[config.mk]
export PLATFORM = sky130hd
export DESIGN_NAME = median_wr_pingpong_flat
export DESIGN_NICKNAME = d
export VERILOG_FILES = /design/src/rtl/median_wr_pingpong_if.sv /design/src/rtl/median_wr_pingpong.sv /design/src/flat_wrapper.sv
export SDC_FILE = /design/constraint.sdc
export NUM_CORES = 1
export LEC_CHECK = 0
export CAP_MARGIN = 20
export CORE_ASPECT_RATIO = 0.75
export CORE_MARGIN = 2
export CORE_UTILIZATION = 37
export DETAILED_ROUTE_END_ITERATION = 16
export PLACE_DENSITY = 0.76
export SETUP_SLACK_MARGIN = 0.2
export SKIP_CTS_REPAIR_TIMING = 1
export SYNTH_ARGS = -nofsm -noshare
export SYNTH_HDL_FRONTEND = slang
export SYNTH_SLANG_ARGS = --single-unit
[constraint.sdc]
create_clock -name interfc_clk -period 1.15 [get_ports interfc_clk]
set_clock_uncertainty 0.2 [all_clocks]
set_input_delay 0.23 -clock interfc_clk [delete_from_list [all_inputs] [get_ports interfc_clk]]
set_output_delay 0.23 -clock interfc_clk [all_outputs]
set_load 0.005 [all_outputs]
[src/rtl/median_wr_pingpong_if.sv]
// Clock/reset bundle for median_wr_pingpong.
// Ports: clk, rstn (async active-low); master drives, slave receives.
interface clk_rst_intrfc;
    logic clk;
    logic rstn;

    modport master (output clk, output rstn);
    modport slave  (input  clk, input  rstn);
endinterface

[src/rtl/median_wr_pingpong.sv]
// Ping-pong median writer: fills two BRAM banks alternately, hands
// full banks to the reader with a level req/ack, stalls when both are full.
// Ports: interfc (clk/rstn), median/median_en in, BRAM wr_data/address_wr/wea,
//   rd_req/rd_bank/rd_ack block handshake, fill_cnt, overflow/ovf_clr.
// Option: define MEDIAN_WR_FLUSH_EN to add flush (in) and rd_len (out).
module median_wr_pingpong #(
    parameter  int DATA_W = 16,
    parameter  int DEPTH  = 8,
    localparam int ADDR_W = $clog2(DEPTH)
) (
    clk_rst_intrfc.slave      interfc,
    input  logic [DATA_W-1:0] median,
    input  logic              median_en,
    output logic [DATA_W-1:0] wr_data,
    output logic [ADDR_W:0]   address_wr,
    output logic              wea,
    output logic              rd_req,
    output logic              rd_bank,
    input  logic              rd_ack,
    output logic [ADDR_W:0]   fill_cnt,
    output logic              overflow,
`ifdef MEDIAN_WR_FLUSH_EN
    input  logic              flush,
    output logic [ADDR_W:0]   rd_len,
`endif
    input  logic              ovf_clr
);

    typedef enum logic {
        S_FILL  = 1'b0,
        S_STALL = 1'b1
    } state_t;

    state_t              r_state;
    state_t              w_state_nxt;

    logic                r_wr_bank;
    logic [ADDR_W-1:0]   r_idx;
    logic [1:0]          r_pend;
    logic                r_stg_v;
    logic                r_stg_bank;
    logic                r_rd_bank;
    logic                r_ovf;
    logic                r_wea;
    logic [DATA_W-1:0]   r_wr_data;
    logic [ADDR_W:0]     r_addr;

    logic                w_ack_v;
    logic                w_fill;
    logic                w_accept;
    logic                w_last;
    logic                w_close;
    logic                w_target;
    logic                w_tgt_busy;

    logic                w_wea_nxt;
    logic [DATA_W-1:0]   w_data_nxt;
    logic [ADDR_W:0]     w_addr_nxt;
    logic [ADDR_W-1:0]   w_idx_nxt;
    logic                w_bank_nxt;
    logic [1:0]          w_pend_nxt;
    logic                w_rd_bank_nxt;
    logic                w_ovf_nxt;

    assign w_ack_v  = rd_ack & (|r_pend);
    assign w_fill   = (r_state == S_FILL);
    assign w_accept = median_en & w_fill;
    assign w_last   = w_accept & (r_idx == ADDR_W'(DEPTH - 1));

`ifdef MEDIAN_WR_FLUSH_EN
    logic [ADDR_W:0]     w_cnt;
    logic [ADDR_W:0]     r_len [2];

    // Count including a sample written in the same cycle as the flush.
    assign w_cnt   = {1'b0, r_idx} + {{ADDR_W{1'b0}}, w_accept};
    assign w_close = w_last | (flush & w_fill & (w_cnt != '0));
    assign rd_len  = r_len[r_rd_bank];

    always_ff @(posedge interfc.clk or negedge interfc.rstn) begin
        if (!interfc.rstn) begin
            r_len[0] <= '0;
            r_len[1] <= '0;
        end else if (w_close) begin
            r_len[r_wr_bank] <= w_cnt;
        end
    end
`else
    assign w_close = w_last;
`endif

    // The bank we switch into must not still be owned by the reader.
    // A closed bank spends one cycle in staging before it is pending,
    // so staging counts as busy; an ack this cycle frees the target.
    assign w_target   = ~r_wr_bank;
    assign w_tgt_busy = (r_pend[w_target] &
                         ~(w_ack_v & (r_rd_bank == w_target))) |
                        (r_stg_v & (r_stg_bank == w_target));

    always_ff @(posedge interfc.clk or negedge interfc.rstn) begin
        if (!interfc.rstn) r_state <= S_FILL;
        else               r_state <= w_state_nxt;
    end

    always_comb begin
        w_state_nxt = r_state;
        unique case (r_state)
            S_FILL: begin
                if (w_close && w_tgt_busy) w_state_nxt = S_STALL;
            end
            S_STALL: begin
                if (w_ack_v && (r_rd_bank == r_wr_bank)) w_state_nxt = S_FILL;
            end
            default: w_state_nxt = S_FILL;
        endcase
    end

    always_comb begin
        w_wea_nxt  = w_accept;
        w_data_nxt = w_accept ? median : '0;
        w_addr_nxt = w_accept ? {r_wr_bank, r_idx} : '0;

        w_idx_nxt  = r_idx;
        w_bank_nxt = r_wr_bank;
        if (w_close) begin
            w_idx_nxt  = '0;
            w_bank_nxt = ~r_wr_bank;
        end else if (w_accept) begin
            w_idx_nxt  = r_idx + ADDR_W'(1);
        end

        w_pend_nxt = r_pend;
        if (w_ack_v) w_pend_nxt[r_rd_bank]  = 1'b0;
        if (r_stg_v) w_pend_nxt[r_stg_bank] = 1'b1;

        // Banks are closed and read strictly in alternation.
        w_rd_bank_nxt = r_rd_bank ^ w_ack_v;

        w_ovf_nxt = r_ovf;
        if (median_en && (r_state == S_STALL)) w_ovf_nxt = 1'b1;
        else if (ovf_clr)                      w_ovf_nxt = 1'b0;
    end

    always_ff @(posedge interfc.clk or negedge interfc.rstn) begin
        if (!interfc.rstn) begin
            r_wr_bank  <= 1'b0;
            r_idx      <= '0;
            r_pend     <= '0;
            r_stg_v    <= 1'b0;
            r_stg_bank <= 1'b0;
            r_rd_bank  <= 1'b0;
            r_ovf      <= 1'b0;
            r_wea      <= 1'b0;
            r_wr_data  <= '0;
            r_addr     <= '0;
        end else begin
            r_wr_bank  <= w_bank_nxt;
            r_idx      <= w_idx_nxt;
            r_pend     <= w_pend_nxt;
            r_stg_v    <= w_close;
            r_stg_bank <= r_wr_bank;
            r_rd_bank  <= w_rd_bank_nxt;
            r_ovf      <= w_ovf_nxt;
            r_wea      <= w_wea_nxt;
            r_wr_data  <= w_data_nxt;
            r_addr     <= w_addr_nxt;
        end
    end

    assign wea        = r_wea;
    assign wr_data    = r_wr_data;
    assign address_wr = r_addr;
    assign rd_req     = |r_pend;
    assign rd_bank    = r_rd_bank;
    assign fill_cnt   = {1'b0, r_idx};
    assign overflow   = r_ovf;

endmodule

[src/flat_wrapper.sv]
// flat-port wrapper written by rule: the top's interface ports become plain ports
module median_wr_pingpong_flat 
#(
    parameter  int DATA_W = 16,
    parameter  int DEPTH  = 8,
    localparam int ADDR_W = $clog2(DEPTH)
)
  (median, median_en, wr_data, address_wr, wea, rd_req, rd_bank, rd_ack, fill_cnt, overflow, ovf_clr, interfc_clk, interfc_rstn);
  clk_rst_intrfc interfc_i ();
  input  logic [DATA_W-1:0] median;
  input  logic median_en;
  output logic [DATA_W-1:0] wr_data;
  output logic [ADDR_W:0] address_wr;
  output logic wea;
  output logic rd_req;
  output logic rd_bank;
  input  logic rd_ack;
  output logic [ADDR_W:0] fill_cnt;
  output logic overflow;
  input  logic ovf_clr;
  input wire logic [$bits(interfc_i.clk)-1:0] interfc_clk;
  input wire logic [$bits(interfc_i.rstn)-1:0] interfc_rstn;
  assign interfc_i.clk = interfc_clk;
  assign interfc_i.rstn = interfc_rstn;
  median_wr_pingpong #(.DATA_W(DATA_W), .DEPTH(DEPTH)) u_core (.interfc(interfc_i), .median(median), .median_en(median_en), .wr_data(wr_data), .address_wr(address_wr), .wea(wea), .rd_req(rd_req), .rd_bank(rd_bank), .rd_ack(rd_ack), .fill_cnt(fill_cnt), .overflow(overflow), .ovf_clr(ovf_clr));
endmodule
==> results.md, run 1 <==
Status:
- The flow ran to the end, but the final reports show violations.
- The checks that failed: setup timing.

Critical path:
- The largest driver fanout on the critical path is 2.
- The critical path arrival is 1000 ps.
- The cell family contributing the most delay on the critical path is flip-flops.
- The critical path is of the flip-flop to primary output type.
- The launching point of the worst reg2reg path is u_core.r_idx[1].
- Walking the worst path, the cells encountered are or2_4 -> clkbuf_2.
- For flop-to-flop paths, the worst setup slack is -220 ps.
- The critical path launch point type is a flip-flop.
- The kind of capture point of the worst setup path is a primary output.
- The largest single stage delay on the critical path is 380 ps.
- The required time reported for the critical path endpoint is 720 ps.
- Together, buffers and inverters on the worst path number 1.
- The cell at the slowest stage of the critical path is sky130_fd_sc_hd__dfrtp_1.
- In this run the worst setup path begins at u_core.r_pend[0].

Global route:
- The first-pass GRT wire length is 3.82 mm.
- The fraction of met2 tracks used by global routing is 25.0%.
- The layer flagged by global routing as most heavily used is met2.
- Entering global routing, the biggest net connects 33 pins.
- The met3 usage is 7.10%.
- The total congestion overflow after global routing is 0.
- For this run, global-route usage on met1 was measured as 16.6%.
- The number of antenna violations at the first check in global routing is 0.
- Global routing used 15.2% of the available tracks across all layers.
- The via count of the first global-routing pass is 881.

Timing:
- Setup repair after global routing could not meet its margin everywhere.
- Setup slack on the critical path of the routed design comes to -282 ps.
- The accumulated negative setup slack is -3990 ps.
- The number of max-slew violations in the final report is 0.
- Dividing the final minimum period by the clock period gives 125%.
- The final-report setup violation count is 55.
- Subtracting the final worst setup slack from the clock period gives 1430 ps.
- The top achievable clock speed is 698 MHz.
- The hold violation count in the final report came to 0.

Final layout:
- The share of the core filled with cells in the final layout is 68.8%.
- Counting the fill cells in the layout gives 214.
- Leaving out fill and tap cells, the most frequent cell in the layout is sky130_fd_sc_hd__dfrtp_1.
- The number of antenna diodes in the final layout is 0.
- The fraction of layout instances using a drive strength above 1 is 57.1%.
- The area growth from synthesis to layout is 75.8%.
- In the final design database the tool counted 185 nets.
- The top cell types in the final layout, fill and taps aside, are 30 x sky130_fd_sc_hd__dfrtp_1, 27 x sky130_fd_sc_hd__clkbuf_2, 18 x sky130_fd_sc_hd__and2_4, 18 x sky130_fd_sc_hd__clkdlybuf4s50_1, 13 x sky130_fd_sc_hd__buf_4.
- The final cell count without fillers is 201.

Clocking:
- The clock passes through at most 2 buffers.
- Buffers inserted during clock tree synthesis total 5.
- The total number of clock tree sinks is 32.
- The clock-pin slew on the worst setup and hold paths is 60 ps.
- The library cell used as clock root buffer is sky130_fd_sc_hd__clkbuf_8.
- At the later pin of the worst-skew pair, clock insertion delay measures 270 ps.
- The number of levels in the clock H-tree is 2.
- TritonCTS built the clock tree.

Yosys:
- Counting every instance in the synthesized netlist gives 88.
- The count of warnings emitted by yosys is 0.
- After synthesis, the largest area contributor takes up 69.2% of total cell area.
- In this run the cell area of the synthesized design comes to 0.00116 mm2.
- The mean post-synth cell area is 13.2 um2.
- After synthesis, the cell types taking the most area are sky130_fd_sc_hd__dfrtp_1 69%, sky130_fd_sc_hd__and2_1 11%, sky130_fd_sc_hd__nand2_1 2.3%.
- Counting every net in the synthesized netlist gives 111.
- The synthesized design spends more area on one cell type than any other, namely sky130_fd_sc_hd__dfrtp_1.
- After synthesis, flip-flops and latches occupy 69.2% of the total area.
- The synthesized flop and latch total is 32.
- The number of library cell types mapped by synthesis is 23.

Placement:
- Prior to clock tree synthesis, the placed netlist has a worst setup slack of -462 ps.
- Once placement completed, the tool counted placed cells totaling 182.
- The HPWL after detailed placement is 1.77 mm.
- The final estimated routing congestion in global placement is 0.743.
- During placement, the flow inserted port buffers numbering 47.

Floorplanning:
- The starting density of the core is 39.1%.
- Measured along the y axis, the die boundary spans 52.4 um.
- The number of standard-cell rows in the floorplan is 17.
- The die area is 0.00360 mm2.
- The die span in x is 68.6 um.
- During I/O placement, the number of pins put on the boundary was 49.
- The area of the core is 0.00296 mm2.

Power and ir drop:
- Power spread over the standard cell area amounts to 2080 mW/mm2.
- In this run the static leakage power is 1.05 nW.
- The worst vdd rail ir drop is 0.00123 V.

Drt:
- After detailed routing, the number of remaining DRC violations is 0.
- After detailed routing, the average wire length per cell comes to 14.0 um.
- The number of iterations in the first detailed-routing pass is 4.
- For this block, the initial DRC count from the detailed router was 9.
- The routed layout has 901 vias.
- After detailed routing, the total wire length is 2.81 mm.
- The detail route stage leaves a number of antenna-violating nets equal to 0.
- The mean number of vias per cell is 4.48.

Job:
- Max-cap violations in this run came to 0.

Hold path:
- The startpoint of the worst hold path is median_en.
- The type of the worst min-delay path is input pin to flip-flop.
sequential cells by signal (all words and copies together), names as in the netlist:
signal,count
u_core.wr_data,16
u_core.address_wr,4
u_core.r_idx,3
u_core.r_pend,2
u_core.overflow,1
u_core.r_state,1
u_core.r_stg_bank,1
u_core.r_stg_v,1
u_core.r_wr_bank,1
u_core.rd_bank,1
u_core.wea,1
worst paths after layout:
kind | end | cells after the start
setup reg to reg | u_core.r_state | 5
min in group asynchronous | u_core.overflow | 2
hold / removal | u_core.overflow | 3
max in group asynchronous | u_core.r_idx[2] | 2
hold reg to reg | u_core.address_wr[2] | 1
setup / recovery | rd_req | 2
metal layers:
layer	wire, um	vias up
li1	-	426
met1	1120	433
met2	1380	37
met3	271	5
met4	37	0
met5	0	-
Yosys cell counts, drive strengths merged:
cell and n:
xnor2 2, and2 20, nand2b 1, o21ai 3
nand3b 2, nor3 1, o31ai 1, ha 2
a221oi 1, buf 3, conb 1, a21o 1
nand2 7, dfrtp 32, o221a 1, or2 1
inv 5, o22ai 1, a22o 1, nor2b 1
xor2 1
area by class of cell:
| type | count | area [um2] | share of cell area (%) |
|---|---|---|---|
| sequential | 32 | 803 | 39.5 |
| timing repair buffer | 70 | 596 | 29.3 |
| multi-input combinational | 48 | 454 | 22.3 |
| clock buffer | 6 | 72.6 | 3.57 |
| tap | 38 | 47.5 | 2.34 |
| clock inverter | 2 | 35.0 | 1.72 |
| inverter | 5 | 26.3 | 1.29 |
cells by family (layout without fill, tap and decap cells):
logic type               after synthesis  after routing  synth area share (%)
buffers and inverters                  8             83                  3.13
other                                  1              1                 0.324
XOR/XNOR                               3              3                  2.27
AO/OA/AOI/OAI                          9              9                  5.62
flip-flops                            32             32                  69.2
AND/OR/NAND/NOR                       33             33                  17.3
adder cells (fa/ha/maj)                2              2                  2.16
stage by stage:
step	power [mW]	instance area, um2	hold slack, ps
4_1_cts	3.98	1910	113
5_1_grt	4.50	2030	108
3_3_place_gp	2.89	1800	312
2_1_floorplan	2.08	1200	-266
3_5_place_dp	2.94	1800	327
6_report	4.24	2030	102
power by group:
group / switching (mW) / total, mW / leakage (nW) / internal, mW
registers: 0.186 / 1.60 / 0.413 / 1.42
clock network: 0.383 / 1.02 / 0.0552 / 0.642
logic: 0.623 / 1.61 / 0.585 / 0.983
worst min-delay path, delay by kind of cell:
family / cells / cell delay (ps)
buf+inv: 1 / 190
compound gates: 1 / 40
simple gates: 1 / 80
Power figures use the tool's default switching activity.
==> run 2, diff against run 1 <==
- CORE_ASPECT_RATIO: 0.75 -> not set
- REMOVE_ABC_BUFFERS: not set -> 1
==> run 2 against run 1 <==
Against the previous run: the flow still finishes with violations (setup timing); register-to-register slack hardly changed; non-clock buffer count is 9 lower; critical path type unchanged; utilization decreased by 6.2 points; die area decreased by 0.12%; cell count fell by 6.5%; clock-buffer cell count is the same; sequential power is essentially flat; clock power fell by 36%; total power down 13%; sequential share of layout area up 3.1 points; via count fell by 2.0%.
==> results.md, run 2 (synthesis gave the netlist of run 1 again) <==
Clocking:
- The H-tree was split into 2 levels.
- The insertion delay of the later-clocked pin in the worst-skew pair is 330 ps.
- The total number of clock tree sinks is 32.
- The clock-pin slew on the worst setup and hold paths is 90 ps.
- The total clock buffers created by CTS is 5.
- The CTS tree is built.
- The largest buffer count on any clock path is 2.
- Clock tree synthesis selected as its root buffer the cell sky130_fd_sc_hd__clkbuf_4.

Floorplanning:
- The die is 59.9 um wide.
- The die area is 0.00359 mm2.
- For this design the top-level I/O count stands at 49.
- The floorplan has 20 rows.
- The floorplan die height is 59.9 um.
- The starting density of the core is 38.5%.
- The area of the core is 0.00300 mm2.

Final layout:
- The flip-flop count of the largest register, all copies and words added is 16.
- The area growth from synthesis to layout is 62.5%.
- The final-stage net count is 176.
- Leaving out fill and tap cells, the most frequent cell in the layout is sky130_fd_sc_hd__dfrtp_1.
- The fraction of layout instances using a drive strength above 1 is 51.3%.
- Once layout is done, the placed cells without fillers occupy 0.00188 mm2.
- The top cell types in the final layout, fill and taps aside, are 32 x sky130_fd_sc_hd__dfrtp_1, 26 x sky130_fd_sc_hd__clkbuf_2, 20 x sky130_fd_sc_hd__clkdlybuf4s50_1.

Timing:
- The final worst-path setup slack is -346 ps.
- The accumulated negative setup slack is -4460 ps.
- Setup repair after global routing could not meet its margin everywhere.
- Derived from the worst setup path, the maximum achievable clock frequency is 668 MHz.
- Setup violations remaining at the end of the flow were counted as 54.
- The number of max-slew violations in the final report is 0.
- The hold violation count in the final report is 0.
- The time the worst path needs with I/O delays and setup is 1500 ps.
- Dividing the final minimum period by the clock period gives 130%.
- The final hold slack is 51.9 ps.

Critical path:
- The critical path goes through or2_4 -> clkbuf_2.
- For the worst setup path, the data arrival time is 1070 ps.
- The required time reported for the critical path endpoint is 720 ps.
- The cell at the slowest stage of the critical path is sky130_fd_sc_hd__dfrtp_1.
- In this run the critical register-to-register path is launched from u_core.r_idx[1].
- The largest stage delay on the critical path is 410 ps.
- The critical path launch point type is a flip-flop.
- Grouping stages by cell kind, the critical path spends the most delay in flip-flops.
- The critical path start-end classification is flip-flop to primary output.
- In this run the worst setup path begins at u_core.r_pend[0].
- The buffering stage count on the worst path with inverters included is 1.
- Of all nets on the critical path, the largest fanout is 3.
- STA classifies the critical path endpoint as a primary output.

Drt:
- Dividing the detail-routed wire length by the instance count gives 14.1 um.
- For this block, the via count after detailed routing is 883.
- The post-detailed-route count of antenna-violating nets is 0.
- After the first detailed-routing iteration, the DRC count stood at 18.
- The post-route DRC violation count is 0.
- The first detailed-routing pass took 2 iterations.
- In the routed layout, each cell is associated on average with a via count of 4.70.
- The final wirelength is 2.65 mm.

Global route:
- The first global-routing pass estimated 3.60 mm of wire.
- The number of antenna violations at the first check in global routing came to 0.
- For this run, the total global-route usage over all layers was measured as 14.6%.
- The via count of the first global-routing pass is 819.
- The total congestion overflow after global routing is 0.
- The pin count of the biggest net entering global routing is 33.

Placement:
- After detailed placement, the total cell area comes to 0.00174 mm2.
- The final estimated routing congestion in global placement is 0.767.
- The placed wire-length estimate after detailed placement is 1.70 mm.
- Port buffering added 47 buffers.
- The worst setup timing slack at the placement stage is -442 ps.

Status:
- The final reports fail on setup timing.
- The flow ran to the end, but the final reports show violations.

Power and ir drop:
- Dividing total power by cell area gives a power density of 1970 mW/mm2.
- VDD sags by at most 0.000915 V.
- Summed over all cells, the static leakage comes to 0.962 nW.

Job:
- The max-cap violation count is 0.

Hold path:
- The min-delay analysis places its worst path in the category input pin to asynchronous set/reset pin.
[run 2: routing by layer]
layer / vias up / track usage (%) / part of all wire, %
met5: - / 0 / 0
li1: 415 / - / -
met2: 42 / 21.6 / 44
met3: 7 / 7.58 / 8.7
met1: 419 / 16.4 / 43
met4: 0 / 9.52 / 3.7
[run 2: final cells by class]
class / instances / area, um2
Fill cell: 243 / 1120
Sequential cell: 32 / 801
Timing Repair Buffer: 61 / 497
Multi-Input combinational cell: 48 / 454
Clock buffer: 6 / 51.3
Tap cell: 33 / 41.3
Inverter: 5 / 23.8
Clock inverter: 2 / 10.0
Antenna cell: 1 / 2.50
[run 2: where the power goes]
part	switching (mW)	leakage, nW	internal [mW]
Sequential	0.178	0.415	1.41
Combinational	0.605	0.509	0.860
Clock	0.363	0.0380	0.290
Total	1.15	0.962	2.56
[run 2: final timing paths]
path                                           to  cells past startpoint  slack, ps
worst max-delay path                       rd_req                      2       -350
worst min-delay path            u_core.wr_data[0]                      2         50
worst max register to register     u_core.r_state                      5       -220
worst min register to register    u_core.overflow                      2        320
max in group asynchronous       u_core.wr_data[1]                      2        520
min in group interfc_clk          u_core.overflow                      2        260
[run 2: through the flow]
stage | util, % | total power, mW | cells
after floorplan | - | 1.99 | 85
after global routing | 62.5 | 3.97 | 187
final | 62.6 | 3.70 | 188
after CTS | 60.0 | 3.50 | 183
after detailed placement | 57.9 | 2.84 | 175
after global placement | 57.9 | 2.79 | 175
